## config.mk

```make
export PLATFORM = sky130hd
export DESIGN_NAME = instr_fetch_unit
export DESIGN_NICKNAME = d
export VERILOG_FILES = /design/src/rtl/instr_fetch_unit.sv
export SDC_FILE = /design/constraint.sdc
export NUM_CORES = 1
export LEC_CHECK = 0
export ABC_AREA = 1
export CAP_MARGIN = 20
export CORE_ASPECT_RATIO = 1.25
export CORE_MARGIN = 1
export CORE_UTILIZATION = 30
export DETAILED_ROUTE_END_ITERATION = 10
export SKIP_CTS_REPAIR_TIMING = 1
export SYNTH_ARGS = -nofsm -noshare
export SYNTH_HDL_FRONTEND = slang
export SYNTH_SLANG_ARGS = --single-unit
```

## constraint.sdc

```tcl
create_clock -name clk -period 17.8 [get_ports clk]
set_input_delay 3.56 -clock clk [delete_from_list [all_inputs] [get_ports clk]]
set_output_delay 3.56 -clock clk [all_outputs]
set_load 0.005 [all_outputs]
```

## src/rtl/instr_fetch_unit.sv

```systemverilog
// rtl/instr_fetch_unit.sv - instruction fetch unit: one outstanding request, 2-entry buffer, redirect flush
module instr_fetch_unit #(
  parameter logic [31:0] RESET_PC = 32'h0000_0000
) (
  input  logic        clk,
  input  logic        rst,
  output logic        imem_req_valid,
  output logic [31:0] imem_req_addr,
  input  logic        imem_req_ready,
  input  logic        imem_rsp_valid,
  input  logic [31:0] imem_rsp_data,
  input  logic        redirect,
  input  logic [31:0] redirect_pc,
  output logic        instr_valid,
  output logic [31:0] instr,
  output logic [31:0] instr_pc,
  output logic [31:0] instr_pc4,
  input  logic        instr_ready
);

  typedef enum logic [1:0] {FETCH, WAIT, DISCARD} state_e;

  state_e      state_q;
  logic [31:0] fetch_pc_q, fetch_pc_d;
  logic [31:0] out_pc_q;
  logic [31:0] data_q [0:1];
  logic [31:0] pc_q   [0:1];
  logic        rd_ptr_q, wr_ptr_q;
  logic [1:0]  cnt_q, cnt_d;

  logic req_fire, push, pop;

  assign imem_req_valid = !rst && (state_q == FETCH) && (cnt_q < 2'd2) && !redirect;
  assign imem_req_addr  = fetch_pc_q;
  assign req_fire       = imem_req_valid && imem_req_ready;

  // A redirect flushes the buffer, so neither a same-cycle response nor a pop may touch it.
  assign push = (state_q == WAIT) && imem_rsp_valid && !redirect;
  assign pop  = instr_valid && instr_ready && !redirect;

  assign instr_valid = !rst && (cnt_q != 2'd0);
  assign instr       = instr_valid ? data_q[rd_ptr_q] : 32'h0;
  assign instr_pc    = instr_valid ? pc_q[rd_ptr_q]   : 32'h0;
  assign instr_pc4   = instr_pc + 32'd4;

  always_comb begin
    fetch_pc_d = fetch_pc_q;
    if (redirect) begin
      fetch_pc_d = redirect_pc & 32'hFFFF_FFFC;
    end else if (req_fire) begin
      fetch_pc_d = fetch_pc_q + 32'd4;
    end
  end

  always_comb begin
    cnt_d = cnt_q + {1'b0, push} - {1'b0, pop};
    if (redirect) begin
      cnt_d = 2'd0;
    end
  end

  always_ff @(posedge clk) begin
    if (rst) begin
      state_q    <= FETCH;
      fetch_pc_q <= RESET_PC;
      out_pc_q   <= 32'h0;
      cnt_q      <= 2'd0;
      rd_ptr_q   <= 1'b0;
      wr_ptr_q   <= 1'b0;
    end else begin
      fetch_pc_q <= fetch_pc_d;
      cnt_q      <= cnt_d;
      if (req_fire) begin
        out_pc_q <= fetch_pc_q;
      end
      if (redirect) begin
        rd_ptr_q <= 1'b0;
        wr_ptr_q <= 1'b0;
      end else begin
        if (push) begin
          data_q[wr_ptr_q] <= imem_rsp_data;
          pc_q[wr_ptr_q]   <= out_pc_q;
          wr_ptr_q         <= ~wr_ptr_q;
        end
        if (pop) begin
          rd_ptr_q <= ~rd_ptr_q;
        end
      end
      // An outstanding request that survives a redirect must have its response dropped.
      if (redirect) begin
        state_q <= ((state_q != FETCH) && !imem_rsp_valid) ? DISCARD : FETCH;
      end else begin
        case (state_q)
          FETCH:         if (req_fire)       state_q <= WAIT;
          WAIT, DISCARD: if (imem_rsp_valid) state_q <= FETCH;
          default:                           state_q <= FETCH;
        endcase
      end
    end
  end

endmodule

```

-- After elaboration in Yosys (flattened, before gate mapping)
Memories as Yosys holds them, arrays and structs flattened. A register that Yosys moved wholly into a read port is not among the register bits.
Index checks and enable logic that the tools add are counted.
W data, S select, Z words.
- register bits after elaboration: 70
- RAM bits: 128
- input bits: 70
- output and inout port bits: 130
- word-level logic and storage cells: 57
- memories kept: 2
- memories (memory ; words ; bits a word ; read ports ; clocked after memory_dff ; write ports ; line ; RTL):
    data_q ; 2 ; 32 ; 1 ; 1 ; 1 ; 26 ; logic [31:0] data_q [0:1];
    pc_q ; 2 ; 32 ; 1 ; 1 ; 1 ; 27 ; logic [31:0] pc_q [0:1];
- add/subtract/negate cells: 4
- $lt $le $gt $ge: 1
- equal/unequal tests: 4
- multiplexer cells: 17
- bitwise gates (word level): 2
- reduce and logical (&&, ||, !) cells: 20
- operators with widths (cell ; number):
    $mux W32 ; 4
    $add A32 B3 Y32 const B ; 2
    $logic_and A1 B1 Y1 ; 10
    $mux W1 ; 8
    $mux W2 ; 4
    $ne A3 B3 Y1 const B ; 2
    $reduce_bool A2 Y1 ; 3
    $pmux W2 S2 ; 1
    $reduce_or A2 Y1 ; 2
    $logic_not A1 Y1 ; 3
    $add A2 B1 Y2 ; 1
    $eq A2 B1 Y1 const B ; 1
    $eq A2 B2 Y1 const B ; 1
    $logic_not A2 Y1 ; 1
    $lt A2 B2 Y1 const B ; 1
    $not A1 Y1 ; 2
    $reduce_and A2 Y1 ; 1
    $sub A2 B1 Y2 ; 1

-- Longest topological paths before layout
Gate-level depths: netlist of the first run.
- depth after elaboration: 8
- mapped depth: 14

-- Worst setup path after synthesis of the first run
No wires, ideal clock.
- kind: in2reg
- start: input rst
- end: memory data_q[0][0] (enable)
- library setup time: 558 ps
- arrival time: 8434 ps
- setup slack: 8808 ps
- stages: 5
- path through: buf_4 > inv_1 > clkbuf_1 > nand2_1 > nor3_1
- cells in the longest elaborated chain, start to end: 2
- ends and longest elaborated chain (what ; line ; RTL):
    start, declared ; 6 ; input logic rst,
    $mux W1 ; 63 ; if (rst) begin
    $mux W1 (not written as such) ; 81 ; data_q[wr_ptr_q] <= imem_rsp_data;
    end, declared ; 26 ;
Every way passes these cells.

-- Worst setup path after layout of the first run
- start: input rst
- end: output instr_pc4[29]
- cells in the longest elaborated chain, start to end: 4
- ends and longest elaborated chain (what ; line ; RTL):
    $logic_not A1 Y1 ; 41 ; assign instr_valid = !rst && (cnt_q != 2'd0);
    $logic_and A1 B1 Y1 ; 41 ;
    $mux W32 ; 43 ; assign instr_pc = instr_valid ? pc_q[rd_ptr_q] : 32'h0;
    $add A32 B3 Y32 ; 44 ; assign instr_pc4 = instr_pc + 32'd4;
    end, declared ; 17 ; output logic [31:0] instr_pc4,
Every way passes these cells.

==> results of run 1 <==
path summary, 6_finish.rpt:
| path | slack [ps] | start | to | cells after the start |
|---|---|---|---|---|
| max reg2reg | 15160 | state_q[0]$_SDFFE_PP0P_ | imem_req_addr[22]$_SDFFE_PP0P_ | 14 |
| max | 7610 | rst | instr_pc4[29] | 10 |
| min reg2reg | 450 | out_pc_q[28]$_SDFFE_PP0P_ | pc_q[1][28]$_DFFE_PP_ | 0 |
| min | 450 | out_pc_q[28]$_SDFFE_PP0P_ | pc_q[1][28]$_DFFE_PP_ | 0 |
report_power, final:
| group | internal, W | switching [W] | leakage (nW) |
|---|---|---|---|
| logic | 0.0000323 | 0.0000339 | 3.20 |
| registers | 0.000480 | 0.0000103 | 1.65 |
| clock network | 0.000190 | 0.000189 | 0.290 |
metal layers:
layer / track usage [%] / share of wire [%] / up-vias
li1: - / - / 4152
met1: 21.2 / 45 / 3732
met2: 25.6 / 46 / 274
met3: 2.89 / 6.2 / 32
met4: 6.47 / 2.5 / 0
met5: 0 / 0 / -
flip-flops by register name (all words and copies together) (netlist names), named ones only:
name           cells
data_q            64
pc_q              60
imem_req_addr     30
out_pc_q          30
cnt_q              2
state_q            2
rd_ptr_q           1
wr_ptr_q           1
cells by family after synthesis:
family          count (synthesis)  synth area share [%]
fa+ha+maj                       6                 0.788
compound gates                103                  5.96
simple gates                  682                  29.4
buf+inv                       209                  9.20
flops                         191                  53.2
other cells                     1                0.0394
xor+xnor                       15                  1.38
cell type report:
cell class	count	area share (%)
Clock buffer	17	3.45
Clock inverter	15	1.39
Inverter	159	4.84
Multi-Input combinational cell	812	29.3
Sequential cell	191	41.0
Tap cell	407	4.13
Timing Repair Buffer	198	15.9
through the flow:
step                cell area (µm²)  setup slack (ps)  hold WS (ps)
floorplan                      9540              8810           420
global placement              11700              7600           434
detailed placement            11700              7630           437
CTS                           12300              7620           452
global route                  12300              7380           475
finish                        12300              7610           449
placed cells by master (no fill, tap or decap), types with 3 or more instances in the layout:
cell / instances
nor3_1: 3
inv_8: 3
buf_4: 7
nor2_2: 11
edfxtp_1: 124
clkdlybuf4s50_1: 190
clkbuf_16: 17
a21oi_1: 46
nor2_1: 114
a211oi_1: 9
inv_6: 4
conb_1: 6
inv_1: 155
inv_2: 4
a22oi_1: 4
dfxtp_1: 66
ha_1: 6
nor2_4: 4
nand2_2: 3
xor2_1: 13
nand3_2: 4
nand4_1: 4
nand2_1: 444
clkinv_8: 4
nand3_1: 86
o21ai_0: 32
or2_2: 3
==> results.tsv, run 1 <==
metric	value	unit
status	complete, no violations	
path_cells	buf_2 -> nor2_8 -> buf_4 -> nand3_1 -> nor2_1 -> nand2_1 -> nor2_2 -> nand3_1 -> nand2_1 -> clkdlybuf4s50_1	
numCtsBuffers	17	
htreeDepth	4	
die_height	201	µm
slew_violations	0	
critPathTopFamily	buffers and inverters	
path_class	primary input to output port	
grt-ovfl-total	0	
cts_max_path_buffers	2	
vias_per_cell	4.55	
synth_most_common_cell	nand2_1	
via_count	8190	
cts.clk_slew.worst_paths	80	ps
layoutNonFillerInstCount	1799	
multi_input_comb_area	0.00361	mm²
vdd_drop_max	0.0433	mV
ys_top_cells_by_count	nand2_1 (444), inv_1 (155), edfxtp_1 (124)	
cpPeakStageDelay	680	ps
fillers	3177	
drc	0	
arrival	6630	ps
skew	13.0	ps
finalCritPeriodShare	57.2	%
ys_async_sr_fraction	0	%
drive_above_1_share	5.10	%
design.die.area	0.0325	mm²
rsz0062_at_grt	no	
cp_data_required_time	14240	ps
critPathCaptureType	output port	
ys.flop_type	edfxtp_1	
seq_area	0.00507	mm²
slowest_stage	buf_4	
core-area	0.0311	mm²
netlist_area	0.00952	mm²
max_freq	0.0981	GHz
dp.cells	1767	
synth_top_area_cell	edfxtp_1	
synth.avg_cell_area	7.89	µm²
finalWeightedCongestion	0.877	
maxCapViolations	0	
tritoncts	done	
crit_fanout	83	
wl_per_cell	14.3	µm
slew_headroom	31.5	%
antenna_found_initial	0	
drt.antenna.violating_nets	0	
path_buf_inv	3	
utilization	39.7	%
area_delta_synth_final	29.6	%
grt_pass1_wl	40700	µm
grt_util_all_layers	16.0	%
die_w	161	µm
synth_top_area_share	39.1	%
tns	0	ps
rows	72	
final-setup-viol-count	0	
clk_latency	430	ps
first_pass_iters	5	
clock-root-buffer	clkbuf_16	
ys_seq_area_share	53.2	%
port_buffers	191	
insertedDiodeCount	0	
hold_class	register to register	
boundaryPins	200	
fin_nets	1455	
initial_core_util	30.6	%
place.detailed.hpwl	18100	µm
p_total	0.000936	W
powerDensity	75.8	mW/mm²
start_kind	primary input	
period_needed	10190	ps
wl	25700	µm
leakagePower	5.14	nW
grt_pass1_vias	7759	
ys_types	37	
cts_sinks	191	
worst_pin_slew	1030	ps
yosysWarnings	0	
ys_seq_elements	191	
synth_edf_count	124	
grt_max_degree	84	
synthCells	1207	
synth_area_leaders	edfxtp_1 (39%), nand2_1 (18%), dfxtp_1 (14%), inv_1 (6.1%), nor2_1 (4.5%)	
hold_viol	0	
drt_iter0_drc	468	
Note: power is estimated with default switching activity, not from simulation.
==> run 2: changes to the inputs <==
Clock period 17.8 ns to 9.45 ns, I/O delays scaled along.
==> run 2 against run 1 <==
Against the previous run: non-clock buffer count is 1 higher; sequential cell count is the same; largest cell class unchanged; worst hold slack better by 13 ps; via count increased by 0.68%; die area is the same; setup slack worse by 5000 ps.
==> results.tsv, run 2 (synthesis gave the netlist of run 1 again) <==
metric	value	unit
status	complete, no violations	
whs_path_depth	0	
skew	13.8	ps
htreeDepth	4	
drive_above_1_share	5.24	%
grt_pass1_wl	41200	µm
clk_latency	440	ps
grt_max_degree	63	
layout_commonest_cell	nand2_1	
powerDensity	146	mW/mm²
crit_fanout	46	
cts_max_path_buffers	2	
wl	25800	µm
timing.final.ws_setup	2590	ps
wl_met3	1340	µm
place_ws	2560	ps
slew_violations	0	
max_freq	0.146	GHz
route.top_layer_used	met4	
leakagePower	5.17	nW
start_kind	primary input	
worst_pin_slew	1040	ps
top_register	data_q	
area_delta_synth_final	30.2	%
hold_viol	0	
core-area	0.0311	mm²
reg2reg_depth	14	
layout_common_cells	nand2_1 (444), clkdlybuf4s50_1 (190), inv_1 (155)	
design.die.area	0.0325	mm²
path_class	primary input to output port	
drc	0	
grt_util_all_layers	16.1	%
drt.antenna.violating_nets	0	
tritoncts	done	
boundaryPins	200	
insertedDiodeCount	0	
finalWeightedCongestion	0.879	
tns	0	ps
place.detailed.hpwl	18200	µm
antenna_found_initial	0	
grt_pass1_vias	7751	
drt_iter0_drc	513	
rows	72	
vias_per_cell	4.58	
initial_core_util	30.6	%
final-setup-viol-count	0	
hold_class	register to register	
die_w	161	µm
finalCritPeriodShare	72.6	%
clock-root-buffer	clkbuf_16	
drt-met1-wl	12000	µm
largest_reg_flops	64	
arrival	4970	ps
period_needed	6860	ps
slew_headroom	30.4	%
cts.clk_slew.worst_paths	80	ps
dr_wl_met2	11700	µm
numCtsBuffers	17	
vdd_drop_max	0.121	mV
rsz0062_at_grt	no	
maxCapViolations	0	
critPathCaptureType	output port	
p_total	0.00181	W
fin_nets	1456	
cts_sinks	191	
die_height	201	µm
via_count	8246	
cp_data_required_time	7560	ps
wl_per_cell	14.3	µm
top_regs	data_q (64), pc_q (60)	
port_buffers	191	
grt-ovfl-total	0	
first_pass_iters	5	
## run 2: metal layers
layer	GRT usage [%]	vias to the layer above
li1	-	4165
met1	21.6	3790
met2	25.4	252
met3	3.11	39
met4	6.47	0
met5	0	-
## run 2: where the power goes
group / switching (W) / total, W / internal [W]
Sequential: 0.0000195 / 0.000924 / 0.000904
Clock: 0.000378 / 0.000762 / 0.000385
Combinational: 0.0000632 / 0.000124 / 0.0000609
## run 2: worst paths after layout
check                           slack [ps]                             end                      start
worst max register to register        6870  imem_req_addr[30]$_SDFFE_PP0P_    state_q[0]$_SDFFE_PP0P_
worst max-delay path                  2590                   instr_pc4[12]                        rst
worst min register to register         460           pc_q[1][23]$_DFFE_PP_  out_pc_q[23]$_SDFFE_PP0P_
worst min-delay path                   460           pc_q[1][23]$_DFFE_PP_  out_pc_q[23]$_SDFFE_PP0P_
## run 2: layout make-up
cell class	count	area [µm²]
Inverter	159	597
Multi-Input combinational cell	812	3610
Fill cell	3170	18700
Clock inverter	14	199
Timing Repair Buffer	199	1970
Tap cell	407	509
Clock buffer	18	450
Sequential cell	191	5070
## run 2: critical path, cell delays in order
cell	delay [ps]
buf_2	410
nor2_8	610
inv_1	150
nor3_1	260
ha_1	300
nand2_1	110
nor2_4	190
nand2_2	120
nor2_2	170
xor2_1	160
clkdlybuf4s50_1	550
## run 2: stage by stage
step	hold slack, ps	cell area [µm²]	instances	utilization (%)
floorplan	420	9540	1212	-
finish	461	12400	1800	39.9
global placement	434	11800	1768	37.8
detailed placement	443	11800	1768	37.8
global route	476	12400	1800	39.9
CTS	464	12400	1800	39.9
